### config.mk
export PLATFORM = sky130hd
export DESIGN_NAME = pkt_bank_buffer
export DESIGN_NICKNAME = d
export VERILOG_FILES = /design/src/rtl/pkt_bank_buffer.sv
export SDC_FILE = /design/constraint.sdc
export NUM_CORES = 1
export LEC_CHECK = 0
export BUFFER_PORTS_ARGS = -buffer_cell sky130_fd_sc_hd__buf_4
export CORE_ASPECT_RATIO = 1.4
export CORE_MARGIN = 3
export CORE_UTILIZATION = 45
export DETAILED_ROUTE_END_ITERATION = 8
export PLACE_DENSITY = 0.57
export SLEW_MARGIN = 20
export SYNTH_ARGS = -nofsm -noshare
export SYNTH_HDL_FRONTEND = slang
export SYNTH_SLANG_ARGS = --single-unit
### constraint.sdc
create_clock -name clk -period 7.1 [get_ports clk]
set_clock_uncertainty 0.2 [all_clocks]
set_input_delay 1.42 -clock clk [delete_from_list [all_inputs] [get_ports clk]]
set_output_delay 1.42 -clock clk [all_outputs]
set_load 0.01 [all_outputs]
### src/rtl/pkt_bank_buffer.sv
// Multi-bank packet buffer: sensor words fill fixed-size banks while
// completed packets are read out whole from the oldest filled bank.
module pkt_bank_buffer #(
  parameter int DATA_WIDTH = 8,
  parameter int PKT_SIZE   = 60,
  parameter int NUM_BANKS  = 2,
  parameter int ADDR_WIDTH = 6
) (
  input  logic                             clk,
  input  logic                             rst_n,
  input  logic                             wr_en,
  input  logic [DATA_WIDTH-1:0]            din,
  input  logic                             wr_abort,
  input  logic                             rd_en,
  output logic [DATA_WIDTH-1:0]            dout,
  output logic                             valid,
  output logic                             rd_last,
  output logic                             pkt_ready,
  output logic                             full,
  output logic [$clog2(NUM_BANKS+1)-1:0]   pkt_cnt,
  output logic                             overflow,
  output logic [15:0]                      drop_cnt
);

  localparam int BANK_W = (NUM_BANKS > 1) ? $clog2(NUM_BANKS) : 1;
  localparam int CNT_W  = $clog2(NUM_BANKS + 1);

  logic [DATA_WIDTH-1:0] mem [NUM_BANKS][PKT_SIZE];

  logic [BANK_W-1:0]     wb_q, wb_d, rb_q, rb_d;
  logic [ADDR_WIDTH-1:0] wa_q, wa_d, ra_q, ra_d;
  logic [CNT_W-1:0]      pkt_cnt_q, pkt_cnt_d;
  logic [DATA_WIDTH-1:0] dout_q, dout_d;
  logic                  valid_q, valid_d;
  logic                  rd_last_q, rd_last_d;
  logic                  overflow_q, overflow_d;
  logic [15:0]           drop_cnt_q, drop_cnt_d;

  logic                  full_w, ready_w;
  logic                  wr_accept, wr_drop, wr_complete;
  logic                  rd_accept, rd_release;
  logic [DATA_WIDTH-1:0] rd_word;

  // Advance a bank pointer, wrapping at NUM_BANKS which need not be a power of 2
  function automatic logic [BANK_W-1:0] next_bank(input logic [BANK_W-1:0] b);
    return (b == BANK_W'(NUM_BANKS - 1)) ? '0 : b + BANK_W'(1);
  endfunction

  // Packet-granular status and the accept/drop/complete/release qualifiers
  always_comb begin
    full_w      = (pkt_cnt_q == CNT_W'(NUM_BANKS));
    ready_w     = (pkt_cnt_q != '0);
    wr_accept   = wr_en & ~full_w & ~wr_abort;
    wr_drop     = wr_en &  full_w & ~wr_abort;
    wr_complete = wr_accept & (wa_q == ADDR_WIDTH'(PKT_SIZE - 1));
    rd_accept   = rd_en & ready_w;
    rd_release  = rd_accept & (ra_q == ADDR_WIDTH'(PKT_SIZE - 1));
    rd_word     = mem[rb_q][ra_q];
  end

  // Write-side pointers: abort rewinds the partial packet, completion moves to the next bank
  always_comb begin
    wa_d = wa_q;
    wb_d = wb_q;
    if (wr_abort) begin
      wa_d = '0;
    end else if (wr_accept) begin
      if (wr_complete) begin
        wa_d = '0;
        wb_d = next_bank(wb_q);
      end else begin
        wa_d = wa_q + ADDR_WIDTH'(1);
      end
    end
  end

  // Read-side pointers and the registered read data path
  always_comb begin
    ra_d      = ra_q;
    rb_d      = rb_q;
    dout_d    = dout_q;
    valid_d   = rd_accept;
    rd_last_d = rd_release;
    if (rd_accept) begin
      dout_d = rd_word;
      if (rd_release) begin
        ra_d = '0;
        rb_d = next_bank(rb_q);
      end else begin
        ra_d = ra_q + ADDR_WIDTH'(1);
      end
    end
  end

  // Packet count, overflow pulse and saturating drop counter
  always_comb begin
    pkt_cnt_d  = pkt_cnt_q;
    overflow_d = wr_drop;
    drop_cnt_d = drop_cnt_q;
    if (wr_complete && !rd_release) begin
      pkt_cnt_d = pkt_cnt_q + CNT_W'(1);
    end else if (rd_release && !wr_complete) begin
      pkt_cnt_d = pkt_cnt_q - CNT_W'(1);
    end
    if (wr_drop && (drop_cnt_q != 16'hFFFF)) begin
      drop_cnt_d = drop_cnt_q + 16'd1;
    end
  end

  // Packet storage; contents are left untouched by reset
  always_ff @(posedge clk) begin
    if (wr_accept) begin
      mem[wb_q][wa_q] <= din;
    end
  end

  // State registers with asynchronous active-low reset
  always_ff @(posedge clk or negedge rst_n) begin
    if (!rst_n) begin
      wb_q       <= '0;
      wa_q       <= '0;
      rb_q       <= '0;
      ra_q       <= '0;
      pkt_cnt_q  <= '0;
      dout_q     <= '0;
      valid_q    <= 1'b0;
      rd_last_q  <= 1'b0;
      overflow_q <= 1'b0;
      drop_cnt_q <= '0;
    end else begin
      wb_q       <= wb_d;
      wa_q       <= wa_d;
      rb_q       <= rb_d;
      ra_q       <= ra_d;
      pkt_cnt_q  <= pkt_cnt_d;
      dout_q     <= dout_d;
      valid_q    <= valid_d;
      rd_last_q  <= rd_last_d;
      overflow_q <= overflow_d;
      drop_cnt_q <= drop_cnt_d;
    end
  end

  assign dout      = dout_q;
  assign valid     = valid_q;
  assign rd_last   = rd_last_q;
  assign pkt_cnt   = pkt_cnt_q;
  assign pkt_ready = ready_w;
  assign full      = full_w;
  assign overflow  = overflow_q;
  assign drop_cnt  = drop_cnt_q;

endmodule
After elaboration in Yosys (flattened, before gate mapping)
Memories as Yosys holds them, arrays and structs flattened.
Index checks and enable logic that the tools add are counted.
{"block": "op_classes", "n_addsub": 7, "n_mul": 0, "div_mod_pow": 0, "order_cmp": 3, "eq_ne": 4, "shift": 0, "n_mux": 15, "bitwise": 11, "reduce_logical": 11}
{"op": "480-bit two-way mux", "n": 1}
{"op": "8-bit binary-select mux with 6-bit select", "n": 1}
{"op": "8-bit demux with 6-bit select", "n": 1}
{"op": "6-bit two-way mux", "n": 4}
{"op": "8-bit two-way mux", "n": 3}
{"op": "16-bit by 1-bit adder with 16-bit output, second input constant", "n": 1}
{"op": "16-bit inequality test, second input constant", "n": 1}
{"op": "7-bit >= comparator, second input constant", "n": 2}
{"op": "6-bit inverter with 7-bit output", "n": 2}
{"op": "6-bit by 1-bit adder with 6-bit output, second input constant", "n": 2}
{"op": "6-bit equality test, second input constant", "n": 2}
{"op": "1-bit AND", "n": 7}
{"op": "7-bit by 1-bit < comparator with 1-bit output, second input constant", "n": 1}
{"op": "2-bit nonzero test", "n": 3}
{"op": "1-bit logical AND", "n": 4}
{"op": "2-bit two-way mux", "n": 2}
{"op": "1-bit two-way mux", "n": 3}
{"op": "3-bit AND reduction", "n": 1}
{"op": "1-bit adder, second input constant", "n": 2}
{"op": "2-bit by 1-bit adder with 2-bit output, second input constant", "n": 1}
{"op": "2-bit equality test, second input constant", "n": 1}
{"op": "1-bit zero test", "n": 2}
{"op": "1-bit inverter", "n": 2}
{"op": "2-bit AND reduction", "n": 1}
{"op": "2-bit by 1-bit subtractor with 2-bit output, second input constant", "n": 1}
{"block": "word_totals", "regBits": 43, "latchBits": 0, "ram_bits": 960, "mem_bits_ro": 0, "input_bits": 13, "elab_cells": 62, "memories": 1}
{"memory": "mem", "depth": 2, "width": 480, "rd": 1, "rd_clocked_by_memory_dff": 0, "write_ports": 1, "line": "28", "text": "logic [DATA_WIDTH-1:0] mem [NUM_BANKS][PKT_SIZE];"}

Longest topological paths before layout
{"block": "depth", "ltp_word": 9, "depth_mapped": 11, "ltp_nobuf": 10}

Worst setup path after synthesis
OpenSTA, ideal clock, no wires.
{"block": "synth_timing", "path_type": "input -> register", "startpoint": "input wr_abort", "endpoint": "memory mem[1][232] (netlist bit) (enable)", "setup_ns": 0.370, "arrival_time_ns": 2.655, "required_ns": 6.530, "setup_slack_ns": 3.875, "stages": 5, "n_path_buf": 1, "path_cell_list": "nand2b_1 > nor2_1 > nand3_1 > clkbuf_1 > nor2_1"}
{"block": "synth_between", "elab_chain_cells": 4}
{"element": "from (decl)", "line": "13", "text": "input logic wr_abort,"}
{"element": "1-bit inverter (no source line)"}
{"element": "1-bit AND", "line": "53", "text": "wr_accept = wr_en & ~full_w & ~wr_abort;"}
{"element": "1-bit two-way mux", "line": "112", "text": "if (wr_accept) begin"}
{"element": "480-bit two-way mux (not written as such)", "line": "113", "text": "mem[wb_q][wa_q] <= din;"}
{"element": "to (decl)", "line": "28"}
No other way between the ends.

Final worst setup path
{"block": "layout_timing", "startpoint": "register rb_q", "endpoint": "register dout_q[0], in the netlist dout[0]"}
{"block": "layout_between", "elab_chain_cells": 4}
{"element": "from (decl)", "line": "30", "text": "logic [BANK_W-1:0] wb_q, wb_d, rb_q, rb_d;"}
{"element": "from (signal assigned)", "line": "133", "text": "rb_q <= rb_d;"}
{"element": "memory read 2 x 480 bit"}
{"element": "8-bit binary-select mux with 6-bit select", "line": "58", "text": "rd_word = mem[rb_q][ra_q];"}
{"element": "8-bit two-way mux (not written as such) (2 in series)", "line": "58"}
{"element": "to (signal assigned)", "line": "136", "text": "dout_q <= dout_d;"}
{"element": "to (decl)", "line": "33", "text": "logic [DATA_WIDTH-1:0] dout_q, dout_d;"}
No other way between the ends. The select of a mux whose other input is x is not followed.
A chain may end at the register's enable or synchronous reset.

==> flow_metrics.tcl <==
set metrics [dict create \
    status "completed" \
    antenna_found_initial 1 \
    synth_edf_count 960 \
    vias 19150 \
    core_um2 86000 \
    dr_wl_met2_um 50000 \
    dpl.hpwl_um 59500 \
    fp.dieW_um 255 \
    start_kind "register" \
    grt_pass1_wl_um 142000 \
    fin_crit_sh 0.544 \
    cts_resized 0 \
    die-height_um 355 \
    power.share.switching 0.196 \
    area_delta_synth_final_pct 11.2 \
    grt_pass1_vias 20056 \
    root_buffer "clkbuf_16" \
    wirelength_um 95900 \
    fillers 6816 \
    slowest_stage "dfrtp_4" \
    multi_input_area_um2 8670 \
    p_clk_frac 0.422 \
    syn_area_um2 39200 \
    initial_core_util 0.456 \
    grt_max_degree 120 \
    r2r_cells 7 \
    slew_headroom 0.292 \
    crit_type "register to register" \
    wl_per_cell_um 29.3 \
    drc 0 \
    max_cap_violations 0 \
    gr-total-overflow 0 \
    seq_power_share 0.565 \
    syn-num-nets 1992 \
    yosysWarnings 0 \
    post-cts-setup-buffer-count 0 \
    hold_violations 0 \
    cts_made_buffers 91 \
    std_cell_rows 127 \
    vdd_drop_max_mv 0.161 \
    pwr-share-comb 0.013 \
    worstPathCellList "buf_12 -> buf_4 -> mux4_2 -> mux2i_1 -> o211ai_1 -> a21oi_1 -> o31ai_1" \
    tightest_slew_ps 1060 \
    seq_area_um2 29900 \
    fin_cells 3271 \
    antenna_left 0 \
    synth_seq_cells 1003 \
    finalSetupViolCount 0 \
    hold_depth 1 \
    placed_cells 3105 \
    arrival_ps 4160 \
    syn_avg_cell_area_um2 19.8 \
    cts_hold_buf 0 \
    clockBufferDepth 3 \
    gp_congestion 0.812 \
    drive_above_1_share 0.194 \
    p_sw_mw 2.25 \
    p_int_mw 9.23 \
    fmax_ghz 0.259 \
    maxSlewViolCount 0 \
    required_ps 7400 \
    fin_nets 2054 \
    clk_pin_slew_ps 60 \
    synthCells 1975 \
    firstDrtPassIters 5 \
    end_kind "register" \
    hold_class "register to register" \
    clkLatencyLatePin_ps 670 \
    slowest_delay_ps 820 \
    synth_seq_area_share 0.763 \
    final.min_clock_period_ps 3860 \
    dieArea_um2 90700 \
    highest_layer "met4" \
    drt-initial-drc-count 1773 \
    synthArstFlopShare 0.0429 \
    grt_usage 0.214 \
    rsz0062_at_grt "no" \
    m1WireLength_um 38100 \
    cp_max_fo 108 \
    met3WireLength_um 5150 \
    htreeDepth 3 \
    cts_tree "built" \
    portBuffers 43 \
    fin_setup_tns_ps 0 \
    clock_sinks 1003 \
    io_pins 44 \
    leakage_nw 13.2 \
    synth_ff_type "edfxtp_1" \
    synth_cell_type_count 43 \
    viasPerCell 5.85 \
    p_per_area_nw_per_um2 263 \
]
==> state kept, by name, summed over array words and instances (netlist names) <==
register and flops:
mem 960, drop_cnt 16, dout 8, ra_q 6, wa_q 6, pkt_cnt 2, overflow 1, rb_q 1
rd_last 1, valid 1, wb_q 1
==> Yosys cell counts, types with 5 or more instances <==
cell type	n	area (µm²)
buf_1	14	52.6
and2_1	7	43.8
o21ai_0	15	75.1
and3_1	8	50.1
a31oi_1	14	87.6
mux2_2	6	67.6
nand3_1	47	235
buf_6	14	158
a22oi_1	73	548
xor2_1	10	87.6
a2111oi_0	5	43.8
mux2i_1	134	1340
o31ai_1	5	37.5
nand2_1	69	259
a22o_1	12	105
buf_2	18	90.1
nand2b_1	5	31.3
a221o_1	5	50.1
nand4_1	16	100
o22ai_1	6	37.5
a32oi_1	5	43.8
edfxtp_1	960	28800
o211ai_1	14	105
nor2b_1	16	100
a21oi_1	24	120
clkbuf_1	45	169
mux4_2	190	4280
nor2_1	142	533
dfrtp_1	43	1080
buf_4	18	135
xnor2_1	12	105
==> power by group through the flow <==
stage / Combinational, mW / Sequential, mW / Clock (mW)
after global placement: 0.149 / 6.61 / 0
after floorplan: 0.0165 / 6.61 / 0
after CTS: 0.153 / 6.49 / 4.93
after global routing: 0.160 / 6.48 / 5.17
after detailed placement: 0.153 / 6.61 / 0
final: 0.148 / 6.49 / 4.84
==> metal layers <==
layer	vias to the layer above	track usage
met2	637	0.372
met4	0	0.0697
met3	136	0.0307
li1	8178	-
met5	-	0
met1	10199	0.280
==> logic make-up after synthesis <==
kind of cell               count (synthesis)  share of synthesized area
AOI/OAI and AO/OA                        184                     0.0335
xor gates and xnor gates                  22                    0.00492
adders and majority gates                  4                    0.00128
buffers and inverters                    114                     0.0159
DFF                                     1003                      0.763
muxes                                    330                      0.145
and+or+nand+nor                          318                     0.0360
==> worst paths after layout <==
path	slack (ps)	start	end
worst max-delay path	3240	rb_q$_DFFE_PN0P_	dout[0]$_DFFE_PN0P_
worst min-delay path	290	drop_cnt[5]$_DFFE_PN0P_	drop_cnt[5]$_DFFE_PN0P_
worst max register to register	3240	rb_q$_DFFE_PN0P_	dout[0]$_DFFE_PN0P_
worst min register to register	290	drop_cnt[5]$_DFFE_PN0P_	drop_cnt[5]$_DFFE_PN0P_
max in group asynchronous	5590	rst_n	rb_q$_DFFE_PN0P_
min in group asynchronous	560	rst_n	drop_cnt[13]$_DFFE_PN0P_
==> cells in the final DEF (no fill, tap or decap), types with 15 or more instances in the layout <==
cell type and count:
edfxtp_1 960, clkbuf_1 17, buf_4 75, nor2_1 141, mux2i_1 134, nand2_1 69
a21oi_1 24, clkbuf_16 95, nand4_1 16, o21ai_0 15, mux4_2 190, nand3_1 46
a22oi_1 73, dfrtp_1 40, clkinv_1 24
==> area by class of cell <==
class,count,area share
Clock buffer,112,0.0560
Clock inverter,53,0.0106
Timing Repair Buffer,78,0.0143
Inverter,5,0.000431
Sequential cell,1003,0.686
Multi-Input combinational cell,858,0.199
Tap cell,1161,0.0333
Antenna cell,1,0.0000574
==> worst max-delay path, delay by kind of cell (launching register included) <==
| family | cells | cell delay (ps) |
|---|---|---|
| AOI/OAI and AO/OA | 3 | 530 |
| buffers and inverters | 2 | 1170 |
| DFF | 1 | 820 |
| muxes | 2 | 830 |
==> per-stage QoR <==
stage	hold slack [ps]	total power, mW	util	cell area [µm²]	setup slack [ps]
global route	308	11.8	0.507	43600	2960
floorplan	301	6.63	-	39200	3870
global placement	277	6.76	0.473	40700	2890
detailed placement	285	6.77	0.473	40700	2880
finish	289	11.5	0.507	43600	3240
CTS	296	11.6	0.507	43600	3130
(Power assumes the default switching activity.)
